[src/rtl/pix_pkg.sv]
// Shared types and constants for the pixel-stream generator.
package pix_pkg;

  localparam int unsigned PixWidth = 12;

  // Test-pattern selector encoding
  typedef enum logic [1:0] {
    PatFrame = 2'd0,
    PatCol   = 2'd1,
    PatRow   = 2'd2,
    PatSeed  = 2'd3
  } pat_e;

  // Frame sequencer state encoding
  typedef logic [2:0] state_t;

  localparam state_t StIdle  = 3'd0;
  localparam state_t StLead  = 3'd1;
  localparam state_t StLine  = 3'd2;
  localparam state_t StHblk  = 3'd3;
  localparam state_t StTrail = 3'd4;
  localparam state_t StVblk  = 3'd5;

endpackage

[src/rtl/pix_pattern_data.sv]
// Registered pixel-data generator; one cycle behind its inputs, like LV.
module pix_pattern_data
  import pix_pkg::*;
#(
  parameter int unsigned PixW = 12,
  parameter int unsigned RowW = 4,
  parameter int unsigned ColW = 5
) (
  input  logic            clk_i,
  input  logic            rst_i,
  input  logic            line_active_i,
  input  pat_e            pattern_i,
  input  logic [PixW-1:0] seed_i,
  input  logic [RowW-1:0] row_i,
  input  logic [ColW-1:0] col_i,
  input  logic [15:0]     frame_count_i,
  output logic [PixW-1:0] pix_d_o
);

  logic [PixW-1:0] pix_d_d;
  logic [PixW-1:0] pix_d_q;

  // Select pattern base and add seed; force zero outside the active line
  always_comb begin
    pix_d_d = '0;
    if (line_active_i) begin
      unique case (pattern_i)
        PatFrame: pix_d_d = PixW'(frame_count_i) + seed_i;
        PatCol:   pix_d_d = PixW'(col_i) + seed_i;
        PatRow:   pix_d_d = PixW'(row_i) + seed_i;
        default:  pix_d_d = seed_i;
      endcase
    end
  end

  // Output register
  always_ff @(posedge clk_i) begin
    if (rst_i) pix_d_q <= '0;
    else       pix_d_q <= pix_d_d;
  end

  assign pix_d_o = pix_d_q;

endmodule

[src/rtl/pix_stream_gen.sv]
// Image-sensor emulator: drives FV/LV/data frames with blanking and test patterns.
module pix_stream_gen
  import pix_pkg::*;
#(
  parameter int unsigned PixWidth    = pix_pkg::PixWidth,
  parameter int unsigned ImageWidth  = 16,
  parameter int unsigned ImageHeight = 8,
  parameter int unsigned FrameLead   = 2,
  parameter int unsigned HBlank      = 4,
  parameter int unsigned FrameTrail  = 2,
  parameter int unsigned VBlank      = 8
) (
  input  logic                pix_clk,
  input  logic                pix_rst,
  input  logic                en,
  input  logic [1:0]          pattern,
  input  logic [PixWidth-1:0] seed,
  output logic                pix_frameValid,
  output logic                pix_lineValid,
  output logic [PixWidth-1:0] pix_d,
  output logic                frameDone,
  output logic [15:0]         frameCount
);

  localparam int unsigned Max1   = (FrameLead > ImageWidth) ? FrameLead : ImageWidth;
  localparam int unsigned Max2   = (HBlank > FrameTrail) ? HBlank : FrameTrail;
  localparam int unsigned Max3   = (Max1 > Max2) ? Max1 : Max2;
  localparam int unsigned MaxLen = (Max3 > VBlank) ? Max3 : VBlank;
  localparam int unsigned CntW   = $clog2(MaxLen + 1);
  localparam int unsigned RowW   = $clog2(ImageHeight + 1);
  localparam int unsigned ColW   = $clog2(ImageWidth + 1);

  state_t              state_q, state_d;
  logic [CntW-1:0]     cnt_q, cnt_d;
  logic [RowW-1:0]     row_q, row_d;
  pat_e                pat_q, pat_d;
  logic [PixWidth-1:0] seed_q, seed_d;
  logic                fv_q, fv_d;
  logic                lv_q, lv_d;
  logic                done_q, done_d;
  logic [15:0]         fcnt_q, fcnt_d;

  // Next-state and registered-output logic; outputs follow the state by one cycle
  always_comb begin
    state_d = state_q;
    cnt_d   = cnt_q + CntW'(1);
    row_d   = row_q;
    pat_d   = pat_q;
    seed_d  = seed_q;
    fv_d    = (state_q == StLead) || (state_q == StLine) ||
              (state_q == StHblk) || (state_q == StTrail);
    lv_d    = (state_q == StLine);
    done_d  = (state_q == StVblk) && (cnt_q == '0);
    fcnt_d  = fcnt_q + 16'(done_d);

    unique case (state_q)
      StIdle: begin
        cnt_d = '0;
        if (en) begin
          state_d = StLead;
          pat_d   = pat_e'(pattern);
          seed_d  = seed;
        end
      end
      StLead: begin
        if (cnt_q == CntW'(FrameLead - 1)) begin
          state_d = StLine;
          cnt_d   = '0;
          row_d   = '0;
        end
      end
      StLine: begin
        if (cnt_q == CntW'(ImageWidth - 1)) begin
          cnt_d   = '0;
          state_d = (row_q == RowW'(ImageHeight - 1)) ? StTrail : StHblk;
        end
      end
      StHblk: begin
        if (cnt_q == CntW'(HBlank - 1)) begin
          state_d = StLine;
          cnt_d   = '0;
          row_d   = row_q + RowW'(1);
        end
      end
      StTrail: begin
        if (cnt_q == CntW'(FrameTrail - 1)) begin
          state_d = StVblk;
          cnt_d   = '0;
        end
      end
      StVblk: begin
        if (cnt_q == CntW'(VBlank - 1)) begin
          cnt_d = '0;
          if (en) begin
            state_d = StLead;
            pat_d   = pat_e'(pattern);
            seed_d  = seed;
          end else begin
            state_d = StIdle;
          end
        end
      end
      default: begin
        state_d = StIdle;
        cnt_d   = '0;
      end
    endcase
  end

  // State and output registers with synchronous reset
  always_ff @(posedge pix_clk) begin
    if (pix_rst) begin
      state_q <= StIdle;
      cnt_q   <= '0;
      row_q   <= '0;
      pat_q   <= PatFrame;
      seed_q  <= '0;
      fv_q    <= 1'b0;
      lv_q    <= 1'b0;
      done_q  <= 1'b0;
      fcnt_q  <= '0;
    end else begin
      state_q <= state_d;
      cnt_q   <= cnt_d;
      row_q   <= row_d;
      pat_q   <= pat_d;
      seed_q  <= seed_d;
      fv_q    <= fv_d;
      lv_q    <= lv_d;
      done_q  <= done_d;
      fcnt_q  <= fcnt_d;
    end
  end

  pix_pattern_data #(
    .PixW (PixWidth),
    .RowW (RowW),
    .ColW (ColW)
  ) u_data (
    .clk_i         (pix_clk),
    .rst_i         (pix_rst),
    .line_active_i (state_q == StLine),
    .pattern_i     (pat_q),
    .seed_i        (seed_q),
    .row_i         (row_q),
    .col_i         (ColW'(cnt_q)),
    .frame_count_i (fcnt_q),
    .pix_d_o       (pix_d)
  );

  assign pix_frameValid = fv_q;
  assign pix_lineValid  = lv_q;
  assign frameDone      = done_q;
  assign frameCount     = fcnt_q;

endmodule

[config.mk]
export PLATFORM = sky130hd
export DESIGN_NAME = pix_stream_gen
export DESIGN_NICKNAME = d
export VERILOG_FILES = /design/src/rtl/pix_pkg.sv /design/src/rtl/pix_pattern_data.sv /design/src/rtl/pix_stream_gen.sv
export SDC_FILE = /design/constraint.sdc
export NUM_CORES = 1
export LEC_CHECK = 0
export CORE_MARGIN = 2
export CORE_UTILIZATION = 49
export CTS_CLUSTER_DIAMETER = 120
export DETAILED_ROUTE_END_ITERATION = 10
export PLACE_DENSITY = 0.86
export SLEW_MARGIN = 10
export SYNTH_ARGS = -nofsm -noshare
export SYNTH_HDL_FRONTEND = slang
export SYNTH_SLANG_ARGS = --single-unit
[constraint.sdc]
create_clock -name pix_clk -period 2.85 [get_ports pix_clk]
set_input_delay 0.57 -clock pix_clk [delete_from_list [all_inputs] [get_ports pix_clk]]
set_output_delay 0.57 -clock pix_clk [all_outputs]
set_load 0.02 [all_outputs]
**Word level (Yosys, flattened, before mapping)**

Index checks and enable logic that the tools add are counted.

- Bits in registers: 57
- Output and inout bits: 31
- Word-level logic and storage cells: 73

- Add/sub/neg operators: 6
- Equality and inequality tests: 18
- Multiplexer cells: 24
- Bitwise logic cells: 1
- Reduce and logical (&&, ||, !) cells: 14

Operators with widths:

| operator | count |
|---|---|
| 12-bit case mux with 3 select lines | 1 |
| 12-bit 2-to-1 mux | 2 |
| 12-bit case mux with 2 select lines | 1 |
| 3-bit 2-to-1 mux | 7 |
| 5-bit 2-to-1 mux | 4 |
| 5-bit case mux with 4 select lines | 1 |
| 3-bit case mux with 6 select lines | 1 |
| 16-bit by 1-bit adder with 16-bit output | 1 |
| 12-bit adder | 1 |
| 4-bit by 12-bit adder with 12-bit output | 1 |
| 5-bit by 12-bit adder with 12-bit output | 1 |
| 2-bit by 1-bit inequality test with 1-bit output, second input constant | 5 |
| 4-bit 2-to-1 mux | 2 |
| 4-bit case mux with 2 select lines | 1 |
| 3-bit by 2-bit == test with 1-bit output, second input constant | 2 |
| 3-bit == test, second input constant | 2 |
| 6-bit AND reduction | 1 |
| 5-bit by 1-bit adder with 5-bit output, second input constant | 1 |
| 5-bit by 1-bit == test with 1-bit output, second input constant | 1 |
| 5-bit by 2-bit == test with 1-bit output, second input constant | 1 |
| 5-bit by 3-bit == test with 1-bit output, second input constant | 1 |
| 5-bit by 4-bit == test with 1-bit output, second input constant | 1 |
| 5-bit zero test | 1 |
| 4-bit by 1-bit adder with 4-bit output, second input constant | 1 |
| 17 further kinds | 22 |

**Logic depth before layout (Yosys ltp)**

- Depth in word-level cells: 4
- Gate-level depth with buffers: 14
- Depth with buffers taken out: 12

**Hierarchy**

From an unflattened synthesis, not the netlist that was laid out.

- Cells, all modules: 370
- Area, all modules: 3199.3 um^2

Modules (own cells, without submodules):

| module | instances | cells an instance | area each (um^2) | sequential area each (um^2) |
|---|---|---|---|---|
| pix_stream_gen | 1 | 224 | 2039.5 | 900.9 |
| pix_pattern_data | 1 | 146 | 1159.9 | 240.2 |

**Worst setup path before layout**

OpenSTA, ideal clock, no wires.

- Kind: reg-to-reg
- Start point: reg pat_q[0]
- End point: reg u_data.pix_d_q[10], in the netlist u_data.pix_d_o[10]
- Setup time: 122 ps
- Arrival: 2809 ps
- Required time: 2728 ps
- Slack: -81 ps
- Stages on the path, launching flop included: 14
- Cells stage by stage: dfxtp_1 > inv_1 > ha_1 > clkbuf_1 > clkbuf_1 > o21ai_0 > ha_1 > fa_1 > a21o_1 > a211o_1 > a21oi_1 > o21ai_0 > xnor2_1 > o21ai_0

- Cells in the longest elaborated chain, start to end: 2

RTL lines:

| element | RTL line | RTL |
|---|---|---|
| start, declared | pix_stream_gen.sv:36 | `pat_e pat_q, pat_d;` |
| start signal, assigned | pix_stream_gen.sv:116 | `pat_q <= PatFrame;` |
| start signal, assigned | pix_stream_gen.sv:126 | `pat_q <= pat_d;` |
| 2-bit == test (tied with other cells) | pix_pattern_data.sv:27 | `unique case (pattern_i)` |
| 12-bit case mux with 3 select lines (*) | pix_pattern_data.sv:27 |  |
| end signal, assigned | pix_pattern_data.sv:39 | `else pix_d_q <= pix_d_d;` |
| end, declared | pix_pattern_data.sv:21 | `logic [PixW-1:0] pix_d_q;` |

Mark *: on every way between the ends. The rest lies on a longest branch, timed or not.
A chain may end at the register's enable or synchronous reset.

**Worst setup path in the final report**

- Start point: reg pat_q[1]
- End point: reg u_data.pix_d_q[8], in the netlist u_data.pix_d_o[8]

Same word-level chain as after synthesis.

==> qor.yml <==
status:
  outcome: "finished, final reports clean"
timing:
  slew_headroom_pct: 56.8
  fmax_ghz: 0.368
  worstMarginPinSlew_ns: 0.648
  hold_viol: 0
  setup_tns_ns: 0
  worst_slack_ns: 0.130
  period_needed_ns: 2.72
  skew_ns: 0.00969
  drv_slew: 0
  finalCritPeriodShare_pct: 95.4
  setup_viol: 0
power_and_ir_drop:
  p_leak_nw: 1.64
  p_comb_share_pct: 10.7
  p_int_w: 0.00152
  sw_frac_of_total_pct: 22.8
  max-vdd-ir-drop_mv: 0.543
  power.density_mw_per_mm2: 495
  power.switching_w: 0.000449
  p_clk_share_pct: 46.6
  p_total_w: 0.00197
  seqPwrFrac_pct: 42.7
global_route:
  first_global_vias: 2683
  grt_start_max_net_pins: 32
  grt_usage_pct: 21.6
  overflow: 0
  grt_pass1_wl_mm: 12.4
  antenna_found_initial: 0
synth:
  netlist_area_mm2: 0.00314
  synth_area_leader_cell: "dfxtp_1"
  ys.flop_type: "dfxtp_1"
  synth_warnings: 0
  postSynthCellCount: 366
  avgSynthCellArea_um2: 8.57
  synth_seq_cells: 57
  synthArstFlopShare_pct: 0
  synth.distinct_cells: 52
  synth_top_area_share_pct: 36.4
  synth_edf_count: 0
  syn_nets: 406
  synth_seq_area_share_pct: 36.4
  synthTopCellsByArea: "dfxtp_1 36%, ha_1 8.8%, nor2_1 6.8%, mux2i_1 6.1%, xor2_1 3.9%"
detailed_routing:
  drc: 0
  wl_per_cell_um: 14.9
  first_pass_iters: 4
  viasPerCell: 5.56
  drt_wl_total_mm: 7.44
  dr_total_vias: 2780
  drtIter0Drc: 93
  drt.antenna.violating_nets: 0
critical_path:
  end_kind: "register"
  cp-start-kind: "register"
  crit_arrival_ns: 2.94
  critPathKind: "register to register"
  crit_required_ns: 3.07
  cp_max_fo: 5
floorplan:
  coreArea_mm2: 0.00628
  die_h_um: 84.0
  ios: 48
  die_width_um: 84.0
  die_area_mm2: 0.00706
  start_util_pct: 50.0
  num_rows: 29
clocking:
  cts_buffer_depth: 2
  path_clk_slew_ns: 0.07
  cts_tree: "built"
  clock_sinks: 57
  htree_levels: 3
  cts_buffers: 9
  cts_hold_buffers: 0
  cts_root_buf: "clkbuf_8"
  clk_latency_ns: 0.34
cells_and_area:
  final_nets: 459
  n_antenna_cell: 0
  drive_gt1_share_pct: 10.9
  syn_to_final_growth_pct: 26.7
  instances_no_fill: 500
placement:
  port_buffers: 47
  dp_worst_setup_slack_ns: -0.0240
  dp.cells: 484
  gp_congestion: 0.907
  hpwl_mm: 5.31
hold_path:
  hold_class: "register to register"
job:
  maxCapViolations: 0
## what timing repair did
action,4_1_cts,5_1_grt
pin swaps,1,2
hold endpoints to repair,0,0
endpoints found under the setup margin,3,5
setup buffers,0,1
gates resized for setup,2,9
## worst paths after layout
check                  start  slack (ns)            endpoint  depth (start not counted)
hold reg to reg   seed_q[11]        0.48  u_data.pix_d_o[11]                          2
setup reg to reg    pat_q[1]        0.13   u_data.pix_d_o[8]                         12
hold / removal    seed_q[11]        0.48  u_data.pix_d_o[11]                          2
setup / recovery    pat_q[1]        0.13   u_data.pix_d_o[8]                         12
## synthesized netlist by cell type (2+ instances only)
master     n
nor2b_1    7
a21o_1     7
xor2_1    14
nor2_1    57
nand3_1   18
nor3_1     7
ha_1      22
inv_1      9
a22oi_1    4
nand2_1   28
or4b_4     2
and2b_2    2
nand4_1    5
buf_1      2
or3_1      7
o21ai_0   15
a211oi_1   3
mux2i_1   19
o21a_1     3
clkbuf_1   8
o211ai_1   3
buf_6      2
and3_1     3
xnor2_1    7
or2_2      2
a21oi_1   23
and2_1     6
dfxtp_1   57
## power groups by stage
stage	logic (W)	clock network (W)	registers (W)
5_1_grt	0.000231	0.000967	0.000842
3_3_place_gp	0.000195	0	0.000853
4_1_cts	0.000205	0.000930	0.000838
3_5_place_dp	0.000202	0	0.000855
2_1_floorplan	0.000140	0	0.000853
6_report	0.000211	0.000917	0.000839
## metrics by stage
stage	area [um^2]	hold slack, ns	utilization (%)
floorplan	3140	0.446	-
global placement	3680	0.457	58.7
detailed placement	3680	0.475	58.7
CTS	3930	0.484	62.6
global route	3970	0.513	63.3
finish	3970	0.483	63.3
## critical path, stage by stage, from the launching register on
cell	delay, ns
dfxtp_2	0.38
inv_1	0.06
ha_1	0.24
a22oi_2	0.17
o21ai_0	0.11
ha_1	0.23
fa_2	0.36
a21o_1	0.18
a211o_1	0.33
a21oi_2	0.18
a21oi_1	0.10
xnor2_1	0.16
o21ai_0	0.10
## cell type report
cell class | instances | area, um^2
Inverter | 9 | 33.8
Multi-Input combinational cell | 284 | 1900
Tap cell | 77 | 96.3
Timing Repair Buffer | 58 | 553
Clock buffer | 10 | 138
Sequential cell | 57 | 1140
Clock inverter | 5 | 104
Fill cell | 501 | 2310
## placed cells by master, fill, tap and decap left out, types with 3 or more instances in the layout
cell type | synthesis | layout
a21oi_1 | 23 | 21
a22oi_1 | 4 | 3
nor2b_1 | 7 | 7
xor2_1 | 14 | 14
bufinv_16 | 0 | 3
nand2_1 | 28 | 28
nand4_1 | 5 | 5
o21ai_1 | 1 | 3
dfxtp_1 | 57 | 55
o211ai_1 | 3 | 3
nand3_1 | 18 | 18
buf_4 | 0 | 11
o21a_1 | 3 | 3
a21o_1 | 7 | 7
mux2i_1 | 19 | 19
clkbuf_8 | 1 | 10
xnor2_1 | 7 | 7
and3_1 | 3 | 3
ha_1 | 22 | 21
inv_1 | 9 | 9
clkdlybuf4s50_1 | 0 | 47
or3_1 | 7 | 7
and2_1 | 6 | 6
nor3_1 | 7 | 7
nor2_1 | 57 | 57
o21ai_0 | 15 | 13
## logic make-up after synthesis
group,count (synthesis),synth area share (%)
and+or+nand+nor,151,23.3
buffers and inverters,25,4.11
AOI/OAI and AO/OA,68,13.6
adders and majority gates,23,9.42
xor gates and xnor gates,21,5.87
DFF,57,36.4
muxes,21,7.26
## flip-flops by register name, indices dropped and copies added, names as in the netlist
name            count
cnt_q               5
frameCount         16
frameDone           1
pat_q               2
pix_frameValid      1
pix_lineValid       1
row_q               4
seed_q             12
state_q             3
u_data.pix_d_o     12
## metal layers
metal / wire [um] / global-route usage [%] / up-vias
met5: 0 / 0 / -
met4: 183 / 10.1 / 0
met3: 407 / 3.76 / 19
met2: 3630 / 36.2 / 92
met1: 3220 / 26.8 / 1297
li1: - / - / 1372
No activity file was read; power rests on OpenSTA's default activity.
